`config.mk`:
```
export PLATFORM = sky130hd
export DESIGN_NAME = ascon_perm_iter_flat
export DESIGN_NICKNAME = d
export VERILOG_FILES = /design/src/rtl/ascon_perm_iter_pkg.sv /design/src/rtl/ascon_perm_iter_if.sv /design/src/rtl/ascon_perm_iter_round.sv /design/src/rtl/ascon_perm_iter.sv /design/src/flat_wrapper.sv
export SDC_FILE = /design/constraint.sdc
export NUM_CORES = 2
export LEC_CHECK = 0
export BUFFER_PORTS_ARGS = -buffer_cell sky130_fd_sc_hd__buf_4
export CORE_MARGIN = 2
export CORE_UTILIZATION = 45
export DETAILED_ROUTE_END_ITERATION = 8
export GPL_ROUTABILITY_DRIVEN = 0
export PLACE_DENSITY_LB_ADDON = 0.2
export SLEW_MARGIN = 10
export SYNTH_ARGS = -nofsm -noshare
export SYNTH_HDL_FRONTEND = slang
export SYNTH_HIERARCHICAL = 1
export SYNTH_SLANG_ARGS = --single-unit
```
`constraint.sdc`:
```
create_clock -name clk -period 17.5 [get_ports clk]
set_input_delay 0.875 -clock clk [delete_from_list [all_inputs] [get_ports clk]]
set_output_delay 0.875 -clock clk [all_outputs]
set_load 0.01 [all_outputs]
```
`src/rtl/ascon_perm_iter_pkg.sv`:
```
// ascon_pkg -- shared definitions for the iterative Ascon permutation engine.
//
// Contents:
//   STATE_W / WORD_W / NUM_WORDS : 320-bit state made of five 64-bit words
//   PA_ROUNDS                    : round count of the pa permutation
//   state_t                      : engine FSM state encoding (IDLE, RUN, DONE)
//   rc(ir)                       : 64-bit round constant for global round index ir
//   ror(w, n)                    : 64-bit right rotation
//   get_word / pack_words        : state-word slice helpers
//                                  (x0 = [63:0] ... x4 = [319:256])
package ascon_pkg;

    localparam int STATE_W   = 320;
    localparam int WORD_W    = 64;
    localparam int NUM_WORDS = 5;
    localparam int PA_ROUNDS = 12;

    typedef enum logic [1:0] {
        ST_IDLE = 2'd0,
        ST_RUN  = 2'd1,
        ST_DONE = 2'd2
    } state_t;

    // Round constant: upper nibble counts down from f while the lower
    // nibble counts up, so pa starts at 0xf0 and every permutation ends at 0x4b.
    function automatic logic [WORD_W-1:0] rc(input logic [3:0] ir);
        return {56'h0, 4'hf - ir, ir};
    endfunction

    function automatic logic [WORD_W-1:0] ror(input logic [WORD_W-1:0] w, input int unsigned n);
        return (w >> n) | (w << (WORD_W - n));
    endfunction

    function automatic logic [WORD_W-1:0] get_word(input logic [STATE_W-1:0] s,
                                                   input int unsigned idx);
        return s[idx*WORD_W +: WORD_W];
    endfunction

    function automatic logic [STATE_W-1:0] pack_words(input logic [WORD_W-1:0] w0,
                                                      input logic [WORD_W-1:0] w1,
                                                      input logic [WORD_W-1:0] w2,
                                                      input logic [WORD_W-1:0] w3,
                                                      input logic [WORD_W-1:0] w4);
        return {w4, w3, w2, w1, w0};
    endfunction

endpackage

```
`src/rtl/ascon_perm_iter_if.sv`:
```
// ascon_perm_iter_if -- load/result bus between the mode controller and the
// permutation engine.
//
// Handshake: a transfer happens on a rising clk edge where valid and ready
// are both high. in_valid/in_state/in_mode are driven by the mode controller
// and consumed by the engine on in_valid & in_ready; out_valid/out_state are
// driven by the engine and held stable until out_valid & out_ready.
//
// Signals:
//   in_valid   load request            in_ready   engine can accept a load
//   in_state   320-bit state to load   in_mode    1 = pa (12 rounds), 0 = pb
//   out_valid  result available        out_ready  consumer takes result
//   out_state  permuted state
//
// Modports: master = mode controller side, slave = permutation engine.
interface ascon_perm_iter_if;
    import ascon_pkg::*;

    logic               in_valid;
    logic               in_ready;
    logic [STATE_W-1:0] in_state;
    logic               in_mode;
    logic               out_valid;
    logic               out_ready;
    logic [STATE_W-1:0] out_state;

    modport master (
        output in_valid,
        output in_state,
        output in_mode,
        output out_ready,
        input  in_ready,
        input  out_valid,
        input  out_state
    );

    modport slave (
        input  in_valid,
        input  in_state,
        input  in_mode,
        input  out_ready,
        output in_ready,
        output out_valid,
        output out_state
    );

endinterface

```
`src/rtl/ascon_perm_iter_round.sv`:
```
// ascon_round -- one purely combinational Ascon round.
//
// Ports:
//   state_in   320-bit input state (x0 = [63:0] ... x4 = [319:256])
//   ir         4-bit global round index selecting the round constant
//   state_out  320-bit state after constant addition, S-box and linear layer
module ascon_round
    import ascon_pkg::*;
(
    input  logic [STATE_W-1:0] state_in,
    input  logic [3:0]         ir,
    output logic [STATE_W-1:0] state_out
);

    logic [WORD_W-1:0] a0, a1, a2, a3, a4;
    logic [WORD_W-1:0] t0, t1, t2, t3, t4;
    logic [WORD_W-1:0] l0, l1, l2, l3, l4;

    always_comb begin
        // Constant addition on x2.
        a0 = get_word(state_in, 0);
        a1 = get_word(state_in, 1);
        a2 = get_word(state_in, 2) ^ rc(ir);
        a3 = get_word(state_in, 3);
        a4 = get_word(state_in, 4);

        // Bitsliced 5-bit S-box: input mixing.
        a0 = a0 ^ a4;
        a4 = a4 ^ a3;
        a2 = a2 ^ a1;

        // Chi-like core; every t_i is taken from the mixed words before any
        // of them is updated.
        t0 = ~a0 & a1;
        t1 = ~a1 & a2;
        t2 = ~a2 & a3;
        t3 = ~a3 & a4;
        t4 = ~a4 & a0;
        a0 = a0 ^ t1;
        a1 = a1 ^ t2;
        a2 = a2 ^ t3;
        a3 = a3 ^ t4;
        a4 = a4 ^ t0;

        // Output mixing.
        a1 = a1 ^ a0;
        a0 = a0 ^ a4;
        a3 = a3 ^ a2;
        a2 = ~a2;

        // Linear diffusion layer, one rotation pair per word.
        l0 = a0 ^ ror(a0, 19) ^ ror(a0, 28);
        l1 = a1 ^ ror(a1, 61) ^ ror(a1, 39);
        l2 = a2 ^ ror(a2, 1)  ^ ror(a2, 6);
        l3 = a3 ^ ror(a3, 10) ^ ror(a3, 17);
        l4 = a4 ^ ror(a4, 7)  ^ ror(a4, 41);

        state_out = pack_words(l0, l1, l2, l3, l4);
    end

endmodule

```
`src/rtl/ascon_perm_iter.sv`:
```
// ascon_perm_iter -- iterative Ascon permutation engine (pa / pb).
//
// A state loaded in IDLE is run through nr rounds (12 for pa, ROUNDS_B for
// pb), UNROLL rounds per clock, then presented on out_state until the
// consumer takes it.
//
// Parameters:
//   UNROLL    rounds per clock, 1 or 2
//   ROUNDS_B  pb round count, 6 or 8
//
// Ports:
//   clk        clock, rising edge
//   rst        asynchronous, active-high reset
//   bus        ascon_perm_iter_if.slave (load and result handshakes)
//   busy       high while rounds are being computed (RUN)
//   dbg_state  current FSM state
//   dbg_rc     low byte of the round constant applied first in this cycle
//   abort      (only with ASCON_PERM_ABORT_EN) drops a run or a pending
//              result and returns to IDLE at the next edge
//
// Build option: define ASCON_PERM_ABORT_EN to add the abort input.
module ascon_perm_iter
    import ascon_pkg::*;
#(
    parameter int UNROLL   = 1,
    parameter int ROUNDS_B = 6
) (
    input  logic              clk,
    input  logic              rst,
    ascon_perm_iter_if.slave  bus,
    output logic              busy,
    output state_t            dbg_state,
    output logic [7:0]        dbg_rc
`ifdef ASCON_PERM_ABORT_EN
    ,
    input  logic              abort
`endif
);

    // Both legal unroll factors divide 12, 6 and 8, so this check is also
    // the divisibility check.
    if (!((UNROLL == 1 || UNROLL == 2) && (ROUNDS_B == 6 || ROUNDS_B == 8))) begin : g_bad_param
        $fatal(1, "ascon_perm_iter: illegal UNROLL=%0d / ROUNDS_B=%0d", UNROLL, ROUNDS_B);
    end

    localparam logic [3:0] NR_A = 4'(PA_ROUNDS);
    localparam logic [3:0] NR_B = 4'(ROUNDS_B);
    localparam logic [3:0] STEP = 4'(UNROLL);

    state_t             st_q, st_d;
    logic [STATE_W-1:0] sv_q, sv_d;   // working state, doubles as the result
    logic [3:0]         r_q, r_d;     // rounds completed so far
    logic [3:0]         nr_q, nr_d;   // rounds of the selected permutation
    logic [3:0]         ir_base;      // global index of the first round this cycle

    // Round chain: chain[0] is the register, chain[UNROLL] the next value.
    logic [STATE_W-1:0] chain [UNROLL+1];

    // pb uses the last nr indices of pa, hence the 12 - nr offset.
    assign ir_base  = NR_A - nr_q + r_q;
    assign chain[0] = sv_q;

    for (genvar u = 0; u < UNROLL; u++) begin : g_round
        ascon_round u_round (
            .state_in  (chain[u]),
            .ir        (ir_base + 4'(u)),
            .state_out (chain[u+1])
        );
    end

    // State register.
    always_ff @(posedge clk or posedge rst) begin
        if (rst) begin
            st_q <= ST_IDLE;
        end else begin
            st_q <= st_d;
        end
    end

    // Datapath registers.
    always_ff @(posedge clk or posedge rst) begin
        if (rst) begin
            sv_q <= '0;
            r_q  <= '0;
            nr_q <= '0;
        end else begin
            sv_q <= sv_d;
            r_q  <= r_d;
            nr_q <= nr_d;
        end
    end

    // Next state and datapath updates.
    always_comb begin
        st_d = st_q;
        sv_d = sv_q;
        r_d  = r_q;
        nr_d = nr_q;

        case (st_q)
            ST_IDLE: begin
                if (bus.in_valid) begin
                    sv_d = bus.in_state;
                    nr_d = bus.in_mode ? NR_A : NR_B;
                    r_d  = '0;
                    st_d = ST_RUN;
                end
            end
            ST_RUN: begin
                sv_d = chain[UNROLL];
                r_d  = r_q + STEP;
                if (r_q + STEP == nr_q) begin
                    st_d = ST_DONE;
                end
            end
            ST_DONE: begin
                // No reload on the handshake edge: a new load needs IDLE.
                if (bus.out_ready) begin
                    st_d = ST_IDLE;
                end
            end
            default: begin
                st_d = ST_IDLE;
            end
        endcase

`ifdef ASCON_PERM_ABORT_EN
        // Abort overrides everything, including a coincident out_ready.
        if (abort && st_q != ST_IDLE) begin
            st_d = ST_IDLE;
        end
`endif
    end

    // Outputs are decoded from the registered state, so in_ready is already
    // high while rst is asserted.
    assign bus.in_ready  = (st_q == ST_IDLE);
    assign bus.out_valid = (st_q == ST_DONE);
    assign bus.out_state = sv_q;
    assign busy          = (st_q == ST_RUN);
    assign dbg_state     = st_q;
    assign dbg_rc        = {4'hf - ir_base, ir_base};

endmodule

```
`src/flat_wrapper.sv`:
```
// flat-port wrapper written by rule: the top's interface ports become plain ports
module ascon_perm_iter_flat import ascon_pkg::*;
#(
    parameter int UNROLL   = 1,
    parameter int ROUNDS_B = 6
)
  (clk, rst, busy, dbg_state, dbg_rc, bus_in_valid, bus_in_state, bus_in_mode, bus_out_ready, bus_in_ready, bus_out_valid, bus_out_state);
  ascon_perm_iter_if bus_i ();
  input  logic clk;
  input  logic rst;
  output logic busy;
  output state_t dbg_state;
  output logic [7:0] dbg_rc;
  input wire logic [$bits(bus_i.in_valid)-1:0] bus_in_valid;
  input wire logic [$bits(bus_i.in_state)-1:0] bus_in_state;
  input wire logic [$bits(bus_i.in_mode)-1:0] bus_in_mode;
  input wire logic [$bits(bus_i.out_ready)-1:0] bus_out_ready;
  output wire logic [$bits(bus_i.in_ready)-1:0] bus_in_ready;
  output wire logic [$bits(bus_i.out_valid)-1:0] bus_out_valid;
  output wire logic [$bits(bus_i.out_state)-1:0] bus_out_state;
  assign bus_i.in_valid = bus_in_valid;
  assign bus_i.in_state = bus_in_state;
  assign bus_i.in_mode = bus_in_mode;
  assign bus_i.out_ready = bus_out_ready;
  assign bus_in_ready = bus_i.in_ready;
  assign bus_out_valid = bus_i.out_valid;
  assign bus_out_state = bus_i.out_state;
  ascon_perm_iter #(.UNROLL(UNROLL), .ROUNDS_B(ROUNDS_B)) u_core (.clk(clk), .rst(rst), .bus(bus_i), .busy(busy), .dbg_state(dbg_state), .dbg_rc(dbg_rc));
endmodule
```
# After elaboration in Yosys (flattened, before gate mapping)
# Index checks and enable logic that the tools add are counted.
[op_classes] add_sub_neg=4 eq_ne=6 muxes=9 bitwise_logic=43 reduce_logical=5
[ops] op="64-bit XOR" count=21
[ops] op="320-bit one-hot mux with 2 select lines" count=1
[ops] op="64-bit NOT" count=6
[ops] op="64-bit AND" count=5
[ops] op="320-bit 2-to-1 mux" count=1
[ops] op="23-bit by 64-bit OR with 64-bit output" count=1
[ops] op="25-bit by 64-bit OR with 64-bit output" count=1
[ops] op="3-bit by 64-bit OR with 64-bit output" count=1
[ops] op="36-bit by 64-bit OR with 64-bit output" count=1
[ops] op="45-bit by 64-bit OR with 64-bit output" count=1
[ops] op="47-bit by 64-bit OR with 64-bit output" count=1
[ops] op="54-bit by 64-bit OR with 64-bit output" count=1
[ops] op="57-bit by 64-bit OR with 64-bit output" count=1
[ops] op="58-bit by 64-bit OR with 64-bit output" count=1
[ops] op="63-bit by 64-bit OR with 64-bit output" count=1
[ops] op="64-bit by 8-bit XOR with 64-bit output" count=1
[ops] op="4-bit 2-to-1 mux" count=2
[ops] op="4-bit one-hot mux with 2 select lines" count=1
[ops] op="4-bit subtractor (first input constant)" count=2
[ops] op="2-bit 2-to-1 mux" count=3
[ops] op="2-bit one-hot mux with 3 select lines" count=1
[ops] op="4-bit by 1-bit adder with 4-bit output (second input constant)" count=1
[ops] op="4-bit adder" count=1
[ops] op="4-bit == test" count=1
[ops] op="8 further kinds" count=10
[totals] ff_bits=330 input_bits=325 output_inout_bits=333 word_cells=71

# Logic depth before layout (Yosys ltp)
[logic_depth] depth_word=13 mapped_depth=13 ltp_nobuf=13

# Cells and area by module
# Netlist, hierarchy kept.
[by_module_without_submodules] module="ascon_perm_iter" instances=1 cells_each=2120 area_each_um2=17320.4 seq_area_each_um2=8232.9
[by_module_without_submodules] module="ascon_round" instances=1 cells_each=1597 area_each_um2=15907.8 seq_area_each_um2=0.0

# Least setup slack after synthesis
# No wires, ideal clock.
[synth_path] path_kind="register -> register" start="register u_core.r_q[1]" end="register u_core.sv_q[253], in the netlist u_core/bus.out_state[253]" setup_ps=141 arrival_ps=3505 required_time_ps=17359 path_slack_ps=13854 stages_incl_launch_ff=13 n_path_buf=0 period_less_slack_ps=3646 cell_sequence="dfrtp_1 -> ha_1 -> inv_1 -> fa_1 -> xnor2_1 -> xnor2_1 -> xnor2_1 -> ha_1 -> xnor2_1 -> xnor2_1 -> xnor3_1 -> nor2_1 -> a31oi_1"
[synth_lines] item="start, declared" line="ascon_perm_iter.sv:52" source="logic [3:0] r_q, r_d;"
[synth_lines] item="start signal, assigned" line="ascon_perm_iter.sv:88" source="r_q <= r_d;"
[synth_lines] item="end signal, assigned" line="ascon_perm_iter.sv:87" source="sv_q <= sv_d;"
[synth_lines] item="end, declared" line="ascon_perm_iter.sv:51" source="logic [STATE_W-1:0] sv_q, sv_d;"

==> results.json <==
{
  "die_y_um": 275.7,
  "fin_crit_sh_pct": 23.67,
  "reg2reg_from": "u_core/r_q[1]",
  "cp-start-kind": "flip-flop",
  "endpoint": "u_core/bus.out_state[253]",
  "synth_cells": 3717,
  "tritoncts": "yes",
  "h-tree-depth": 2,
  "final_layout_size_suffix_gt1_share_pct": 20.40,
  "synthArstFlopShare_pct": 100.0,
  "antenna_left": 0,
  "cts_sinks": 329,
  "clock_latency_ns": 0.59,
  "start_util_pct": 45.47,
  "hold_viol": 0,
  "syn_nets": 4174,
  "final.setup.tns_ns": 0,
  "finalMaxSlewViolations": 0,
  "cp-startpoint": "u_core/r_q[1]",
  "max_freq_ghz": 0.2414,
  "routed_wirelength_um": 151500,
  "tightest_slew_ns": 1.440,
  "cts_buffer_depth": 3,
  "relSlewSlack_pct": 3.290,
  "crit_buf_inv": 1,
  "required_ns": 17.92,
  "place_area_mm2": 0.03640,
  "rsz0062_at_grt": "no",
  "grt_pass1_wl_um": 204000,
  "first_pass_iters": 9,
  "ctsResizeCount": 0,
  "slowest_delay_ns": 0.51,
  "failed_checks": "design-rule violations",
  "cp_top_family": "XOR/XNOR gates",
  "critical_path_class": "reg -> reg",
  "cts_hold_buffers": 0,
  "synth_area_mm2": 0.03323,
  "grt_use_total_pct": 38.73,
  "slowest_stage": "xnor3_1",
  "io_pins": 658,
  "skew_ns": 0.01180,
  "ys_types": 33,
  "maxCapViolCount": 0,
  "core_area_mm2": 0.07308,
  "yosysSeqAreaShare_pct": 24.78,
  "reg2reg_setup_slack_ns": 13.36,
  "dieArea_mm2": 0.07603,
  "min_path_type": "in -> async",
  "end_kind": "flip-flop",
  "fin_util_pct": 51.89,
  "setup_viol": 0,
  "synth_edf_count": 0,
  "vias": 28420,
  "cts_setup_buffers": 0,
  "grt_pass1_vias": 26400,
  "finalInstanceArea_mm2": 0.03793,
  "grt_antenna_before_repair": 5,
  "reg2reg_to": "u_core/bus.out_state[253]",
  "vias_per_cell": 5.723,
  "hold_ws_ns": 0.3948,
  "root_buffer": "clkbuf_16",
  "critical_path_depth": 12,
  "layout_common_cells": "nand2_1 (850), buf_4 (674), xnor2_1 (494), nor2_1 (411), dfrtp_1 (329)",
  "post-route-drc-count": 60,
  "crit_arrival_ns": 4.56,
  "ff2ff_path_depth": 12,
  "clkTransAtPathRegs_ns": 0.06,
  "path_common_cell": "xnor2_1",
  "grt_overflow": 0,
  "avgSynthCellArea_um2": 8.939,
  "worst-path-max-fanout": 4,
  "rows": 99,
  "path_cells": "ha_1 -> inv_1 -> fa_1 -> xnor2_1 -> xnor2_1 -> xnor2_1 -> ha_1 -> xnor2_1 -> xnor2_1 -> xnor3_1 -> nor2_1 -> a31oi_1",
  "nets": 4431,
  "ys.flop_type": "dfrtp_1",
  "final_common_cell": "nand2_1",
  "dp_hpwl_um": 121900,
  "grt_max_degree": 185,
  "numCtsBuffers": 43,
  "ys.warnings.count": 6,
  "status": "finished, violations left",
  "wl_per_cell_um": 30.51,
  "io_buffer_count": 657,
  "timing.final.crit_period_ns": 4.143,
  "area_growth_syn_to_layout_pct": 14.14,
  "ys_ff_latch": 329,
  "die_w_um": 275.7,
  "nFillCells": 6970,
  "drt_iter0_drc": 3299
}
## flip-flops by register name, indices dropped and copies added (netlist names)
name / flops
u_core/r_q: 4
u_core/nr_q: 3
u_core/dbg_state: 2
u_core/bus.out_state: 320
## cell families after synthesis
| logic type | count (synthesis) | share of synthesized area [%] |
|---|---|---|
| AOI/OAI and AO/OA | 439 | 7.859 |
| xor gates and xnor gates | 915 | 36.19 |
| adders and majority gates | 144 | 5.362 |
| buffers and inverters | 615 | 11.24 |
| DFF | 329 | 24.78 |
| muxes | 5 | 0.1544 |
| and+or+nand+nor | 1270 | 14.41 |
## per-stage QoR
stage	std cells	worst slack, ns
detailed placement	4888	13.46
CTS	4964	13.44
finish	4966	13.36
global route	4964	13.19
global placement	4888	13.56
floorplan	3717	7.514
## synthesized netlist by cell type, types with 11 or more instances
cell | count | share of area, %
dfrtp_1 | 329 | 25
buf_4 | 344 | 7.8
clkbuf_1 | 67 | 0.76
inv_1 | 150 | 1.7
xnor2_1 | 494 | 13
xor3_1 | 31 | 2.2
buf_2 | 43 | 0.65
a21oi_1 | 77 | 1.2
buf_6 | 11 | 0.37
xnor2_2 | 52 | 2.5
xnor3_1 | 226 | 15
ha_1 | 131 | 4.9
a31oi_1 | 320 | 6.0
xor2_1 | 106 | 2.8
o21ai_0 | 37 | 0.56
nor2_1 | 411 | 4.6
nand2_1 | 850 | 9.6
## cell type report
class / instances / area, um^2 / area share (%)
multi-input cells: 2773 / 21270 / 56.10
flip-flops and latches: 329 / 8233 / 21.71
repair buffers: 677 / 5120 / 13.50
clock buffers: 56 / 1257 / 3.316
well taps: 959 / 1200 / 3.164
inverters: 150 / 570.5 / 1.504
clock inverters: 20 / 265.3 / 0.6994
diodes: 2 / 5.005 / 0.01320
## metal layers
metal  wire length (um)  vias up  share of wire (%)  global-route usage [%]
met2              66850     1765                 44                   59.04
met1              57110    13900                 38                   48.88
li1                   -    12360                  -                       -
met4              10120        6                6.7                   21.53
met3              17400      387                 11                   12.05
met5                 41        -              0.027                       0
## worst min-delay path by stage
stage                        start                        end
finish                         rst  u_core/bus.out_state[155]
global route                   rst  u_core/bus.out_state[155]
CTS                            rst  u_core/bus.out_state[219]
detailed placement   u_core/r_q[3]              u_core/r_q[3]
global placement    u_core/nr_q[3]             u_core/nr_q[3]
floorplan           u_core/nr_q[3]             u_core/nr_q[3]
Power is left out: the tool's default activity adds up to more than one toggle a clock period on the data nets, which glitch-free logic cannot reach.
